### src/rtl/alu_arith_pipe.sv
// alu_arith_pipe: two-stage valid/ready arithmetic/compare ALU for execute.
// S1 registers operands, S2 registers result, carry/ovf and sticky overflow.
module alu_arith_pipe #(
  parameter int WIDTH = 32
) (
  input  logic             clk,
  input  logic             rst_n,
  input  logic             in_valid,
  output logic             in_ready,
  input  logic [WIDTH-1:0] in_a,
  input  logic [WIDTH-1:0] in_b,
  input  logic [2:0]       in_op,
  input  logic             in_signed,
  output logic             out_valid,
  input  logic             out_ready,
  output logic [WIDTH-1:0] out_data,
  output logic             out_carry,
  output logic             out_ovf,
  output logic             ovf_sticky,
  input  logic             ovf_clr
);

  localparam int M = WIDTH - 1;

  localparam logic [2:0] OP_ADD = 3'd0;
  localparam logic [2:0] OP_SUB = 3'd1;
  localparam logic [2:0] OP_SEQ = 3'd2;
  localparam logic [2:0] OP_SNE = 3'd3;
  localparam logic [2:0] OP_SLT = 3'd4;
  localparam logic [2:0] OP_SGT = 3'd5;
  localparam logic [2:0] OP_SLE = 3'd6;
  localparam logic [2:0] OP_SGE = 3'd7;

  logic         r_s1_valid;
  logic [M:0]   r_s1_a;
  logic [M:0]   r_s1_b;
  logic [2:0]   r_s1_op;
  logic         r_s1_signed;

  logic         r_s2_valid;
  logic [M:0]   r_data;
  logic         r_carry;
  logic         r_ovf;
  logic         r_sticky;

  logic         w_s2_load;
  logic         w_s1_adv;
  logic         w_in_fire;
  logic         w_sub;
  logic         w_arith;
  logic [M:0]   w_bx;
  logic [M:0]   w_sum;
  logic         w_cout;
  logic         w_ovf;
  logic         w_eq;
  logic         w_lt;
  logic         w_bit;
  logic [M:0]   w_res;

  assign w_s2_load = !r_s2_valid || out_ready;
  assign w_s1_adv  = r_s1_valid && w_s2_load;
  assign in_ready  = !r_s1_valid || w_s2_load;
  assign w_in_fire = in_valid && in_ready;

  // Every op but ADD subtracts; compares reuse the subtractor.
  assign w_sub   = (r_s1_op != OP_ADD);
  assign w_arith = (r_s1_op[2:1] == 2'b00);
  assign w_bx    = w_sub ? ~r_s1_b : r_s1_b;

  assign {w_cout, w_sum} = {1'b0, r_s1_a}
                         + {1'b0, w_bx}
                         + {{WIDTH{1'b0}}, w_sub};

  assign w_ovf = (r_s1_a[M] == w_bx[M])
              && (w_sum[M] != r_s1_a[M]);

  assign w_eq = (r_s1_a == r_s1_b);
  assign w_lt = r_s1_signed ? (w_sum[M] ^ w_ovf)
                            : ~w_cout;

  always_comb begin
    w_bit = 1'b0;
    unique case (r_s1_op)
      OP_ADD: w_bit = 1'b0;
      OP_SUB: w_bit = 1'b0;
      OP_SEQ: w_bit = w_eq;
      OP_SNE: w_bit = !w_eq;
      OP_SLT: w_bit = w_lt;
      OP_SGT: w_bit = !w_lt && !w_eq;
      OP_SLE: w_bit = w_lt || w_eq;
      OP_SGE: w_bit = !w_lt;
      default: w_bit = 1'b0;
    endcase
  end

  assign w_res = w_arith ? w_sum : {{M{1'b0}}, w_bit};

  always_ff @(posedge clk or negedge rst_n) begin
    if (!rst_n) begin
      r_s1_valid  <= 1'b0;
      r_s1_a      <= '0;
      r_s1_b      <= '0;
      r_s1_op     <= 3'd0;
      r_s1_signed <= 1'b0;
    end else if (w_in_fire) begin
      r_s1_valid  <= 1'b1;
      r_s1_a      <= in_a;
      r_s1_b      <= in_b;
      r_s1_op     <= in_op;
      r_s1_signed <= in_signed;
    end else if (w_s1_adv) begin
      r_s1_valid  <= 1'b0;
    end
  end

  always_ff @(posedge clk or negedge rst_n) begin
    if (!rst_n) begin
      r_s2_valid <= 1'b0;
      r_data     <= '0;
      r_carry    <= 1'b0;
      r_ovf      <= 1'b0;
    end else if (w_s2_load) begin
      r_s2_valid <= r_s1_valid;
      if (r_s1_valid) begin
        r_data  <= w_res;
        r_carry <= w_arith && w_cout;
        r_ovf   <= w_arith && w_ovf;
      end
    end
  end

  // A set in the same cycle as ovf_clr must win.
  always_ff @(posedge clk or negedge rst_n) begin
    if (!rst_n) begin
      r_sticky <= 1'b0;
    end else if (w_s1_adv && w_arith && w_ovf) begin
      r_sticky <= 1'b1;
    end else if (ovf_clr) begin
      r_sticky <= 1'b0;
    end
  end

  assign out_valid  = r_s2_valid;
  assign out_data   = r_data;
  assign out_carry  = r_carry;
  assign out_ovf    = r_ovf;
  assign ovf_sticky = r_sticky;

endmodule
### config.mk
export PLATFORM = sky130hd
export DESIGN_NAME = alu_arith_pipe
export DESIGN_NICKNAME = d
export VERILOG_FILES = /design/src/rtl/alu_arith_pipe.sv
export SDC_FILE = /design/constraint.sdc
export NUM_CORES = 1
export LEC_CHECK = 0
export CAP_MARGIN = 10
export CORE_ASPECT_RATIO = 0.8
export CORE_MARGIN = 2
export CORE_UTILIZATION = 25
export DETAILED_ROUTE_END_ITERATION = 12
export GPL_ROUTABILITY_DRIVEN = 0
export HOLD_SLACK_MARGIN = 0.08
export PLACE_DENSITY_LB_ADDON = 0.08
export SLEW_MARGIN = 20
export SYNTH_ARGS = -nofsm -noshare
export SYNTH_HDL_FRONTEND = slang
export SYNTH_SLANG_ARGS = --single-unit
### constraint.sdc
create_clock -name clk -period 4.95 [get_ports clk]
set_input_delay 0.99 -clock clk [delete_from_list [all_inputs] [get_ports clk]]
set_output_delay 0.99 -clock clk [all_outputs]
set_load 0.01 [all_outputs]
==> results_dict.tcl <==
set metrics [dict create \
    status "finished clean" \
    multi_input_area_sq_um 3470 \
    htree_levels 3 \
    fin_tns_setup_ns 0 \
    path_clk_slew_ns 0.07 \
    core-area_sq_um 24400 \
    drtIter0Drc 174 \
    yosys_warnings 0 \
    cp.buffers_inverters 1 \
    leakagePower_nw 3.19 \
    grt_util_all_layers 0.138 \
    grt_pass1_wl_mm 28.0 \
    netlist_area_sq_um 6200 \
    final_common_cell "clkdlybuf4s50_1" \
    rsz0062_at_grt "false" \
    worstPathMaxFanout 12 \
    power_mw 3.58 \
    ys_seq_area_frac 0.423 \
    ys_seq_elements 105 \
    cts.sinks 105 \
    synthArstFlopShare 1.00 \
    synth_flop_cell "dfrtp_1" \
    wl_per_cell_um 17.7 \
    cts_hold_buffers 0 \
    drive_gt1_frac 0.142 \
    crit_arrival_ns 4.31 \
    cts_tree "built" \
    layout_common_cells "108 x clkdlybuf4s50_1, 105 x dfrtp_1, 68 x mux2_2" \
    fp-row-count 51 \
    die_w_um 180 \
    avgSynthCellArea_sq_um 10.8 \
    maxCapViolCount 0 \
    dpl.cell_count 989 \
    regArea_sq_um 2630 \
    grt_max_degree 69 \
    dp_hpwl_mm 13.5 \
    critical_path_required_ns 5.19 \
    max_stage_delay_ns 0.44 \
    wl_mm 17.7 \
    yosysTopAreaCell "dfrtp_1" \
    hold_violations 0 \
    dp_slack_ns 0.881 \
    grt-ovfl-total 0 \
    cp-start-kind "flop" \
    cp_slowest_cell "dfrtp_1" \
    path_cells "or2_1 > nor2_4 > buf_4 > xnor2_1 > ha_1 > nand4_1 > nor2_1 > nand4_1 > o211a_1 > o21a_1 > a31oi_1 > nor4b_1 > a211o_1 > o31a_1" \
    synth_edf_count 0 \
    cts_buffer_depth 2 \
    crit_family "compound AO/OA/AOI/OAI gates" \
    drv_slew 0 \
    die_h_um 145 \
    crit_top_cell "nand4_1" \
    synth_nets 682 \
    power_density_nw_per_um2 450 \
    end_kind "flop" \
    drc 0 \
    cts_root_buf "clkbuf_16" \
    relSlewSlack 0.387 \
    vdd_drop_max_v 0.000167 \
    max_freq_mhz 246 \
    tightest_slew_ns 0.919 \
    period_needed_ns 4.07 \
    avgViaCountPerCell 4.64 \
    grt_pass1_vias 4769 \
    hold_path.class "flop to flop" \
    portBuffers 109 \
    yosysTopAreaCellShare 0.423 \
    io_pins 110 \
    final_nets 787 \
    antenna_left 0 \
    finalSetupViolations 0 \
    cts_resized 0 \
    insertion_delay_ns 0.36 \
    area_delta_synth_final_pct 28.3 \
    finalCritPeriodShare 0.822 \
    vias 4655 \
    die_area_sq_um 26100 \
    cts_buffers 9 \
    insertedDiodeCount 0 \
    antenna_found_initial 0 \
    synthDistinctLibCells 57 \
    setup_ws_ns 0.881 \
    dr.pass1.iters 4 \
    finalNonFillerCells 1003 \
    netlist_top_cells_area "dfrtp_1 42%, mux2_2 12%, xnor2_1 9.5%" \
    synth_cells 577 \
    nFillCells 2496 \
    worstSetupPathType "flop to flop" \
    cts_setup_buffers 0 \
    initial_core_util 0.255 \
    skew_ns 0.00941 \
]
## area by class of cell
class                      count  share of cell area
clock buffer                  10              0.0288
clock inverter                 4             0.00880
inverter                      10             0.00472
multi-input combinational    442               0.436
sequential                   105               0.330
tap                          318              0.0500
timing repair buffer         114               0.141
## layer usage
layer / global-route usage / vias up / share of wire / routed length (um)
li1: - / 2286 / - / -
met1: 0.210 / 2243 / 0.53 / 9420
met2: 0.201 / 118 / 0.41 / 7350
met3: 0.0296 / 8 / 0.046 / 811
met4: 0.0266 / 0 / 0.0084 / 149
met5: 0 / - / 0 / 0
## Yosys cell counts (10+ instances only)
| master | count |
|---|---|
| a21o_1 | 13 |
| a21oi_1 | 32 |
| clkbuf_1 | 11 |
| dfrtp_1 | 105 |
| ha_1 | 31 |
| inv_1 | 10 |
| mux2_2 | 68 |
| nand2_1 | 52 |
| nor2_1 | 13 |
| o21ai_0 | 17 |
| o21ai_1 | 21 |
| xnor2_1 | 67 |
| xor2_1 | 23 |
## metrics by stage
stage | utilization | hold WS (ns) | area [sq um]
2_1_floorplan | - | 0.457 | 6200
3_3_place_gp | 0.314 | 0.474 | 7660
3_5_place_dp | 0.314 | 0.472 | 7660
4_1_cts | 0.327 | 0.487 | 7960
5_1_grt | 0.327 | 0.514 | 7960
6_report | 0.327 | 0.479 | 7960
## sequential cells by signal, summed over array words and instances (netlist names)
register     cells
out_carry        1
out_data        32
out_ovf          1
out_valid        1
ovf_sticky       1
r_s1_a          32
r_s1_b          32
r_s1_op          3
r_s1_signed      1
r_s1_valid       1
## worst min-delay path: stages, from the launching register on
cell     delay, ns
dfrtp_1       0.34
nand2_1       0.05
o21ai_0       0.06
## power breakdown
group | switching (mW) | internal (mW) | total [mW]
combinational | 0.840 | 0.779 | 1.62
sequential | 0.175 | 1.03 | 1.20
clock | 0.324 | 0.437 | 0.760
total | 1.34 | 2.24 | 3.58
## final timing paths
check                                         start                        to  slack, ns  cells past startpoint
setup / recovery             r_s1_op[2]$_DFFE_PN0P_   out_data[0]$_DFFE_PN0P_       0.88                     14
hold / removal             out_data[24]$_DFFE_PN0P_  out_data[24]$_DFFE_PN0P_       0.48                      2
setup reg to reg             r_s1_op[2]$_DFFE_PN0P_   out_data[0]$_DFFE_PN0P_       0.88                     14
hold reg to reg            out_data[24]$_DFFE_PN0P_  out_data[24]$_DFFE_PN0P_       0.48                      2
max in group asynchronous                     rst_n     r_s1_b[0]$_DFFE_PN0P_       3.12                      2
min in group asynchronous                     rst_n    r_s1_b[20]$_DFFE_PN0P_       0.77                      1
## cells by family after synthesis
| kind of cell | Yosys count | synth area share |
|---|---|---|
| mux | 69 | 0.125 |
| simple gates | 117 | 0.0907 |
| buf+inv | 30 | 0.0188 |
| flops | 105 | 0.423 |
| compound gates | 134 | 0.149 |
| xor+xnor | 90 | 0.127 |
| fa+ha+maj | 32 | 0.0657 |
Note: power is estimated with default switching activity, not from simulation.
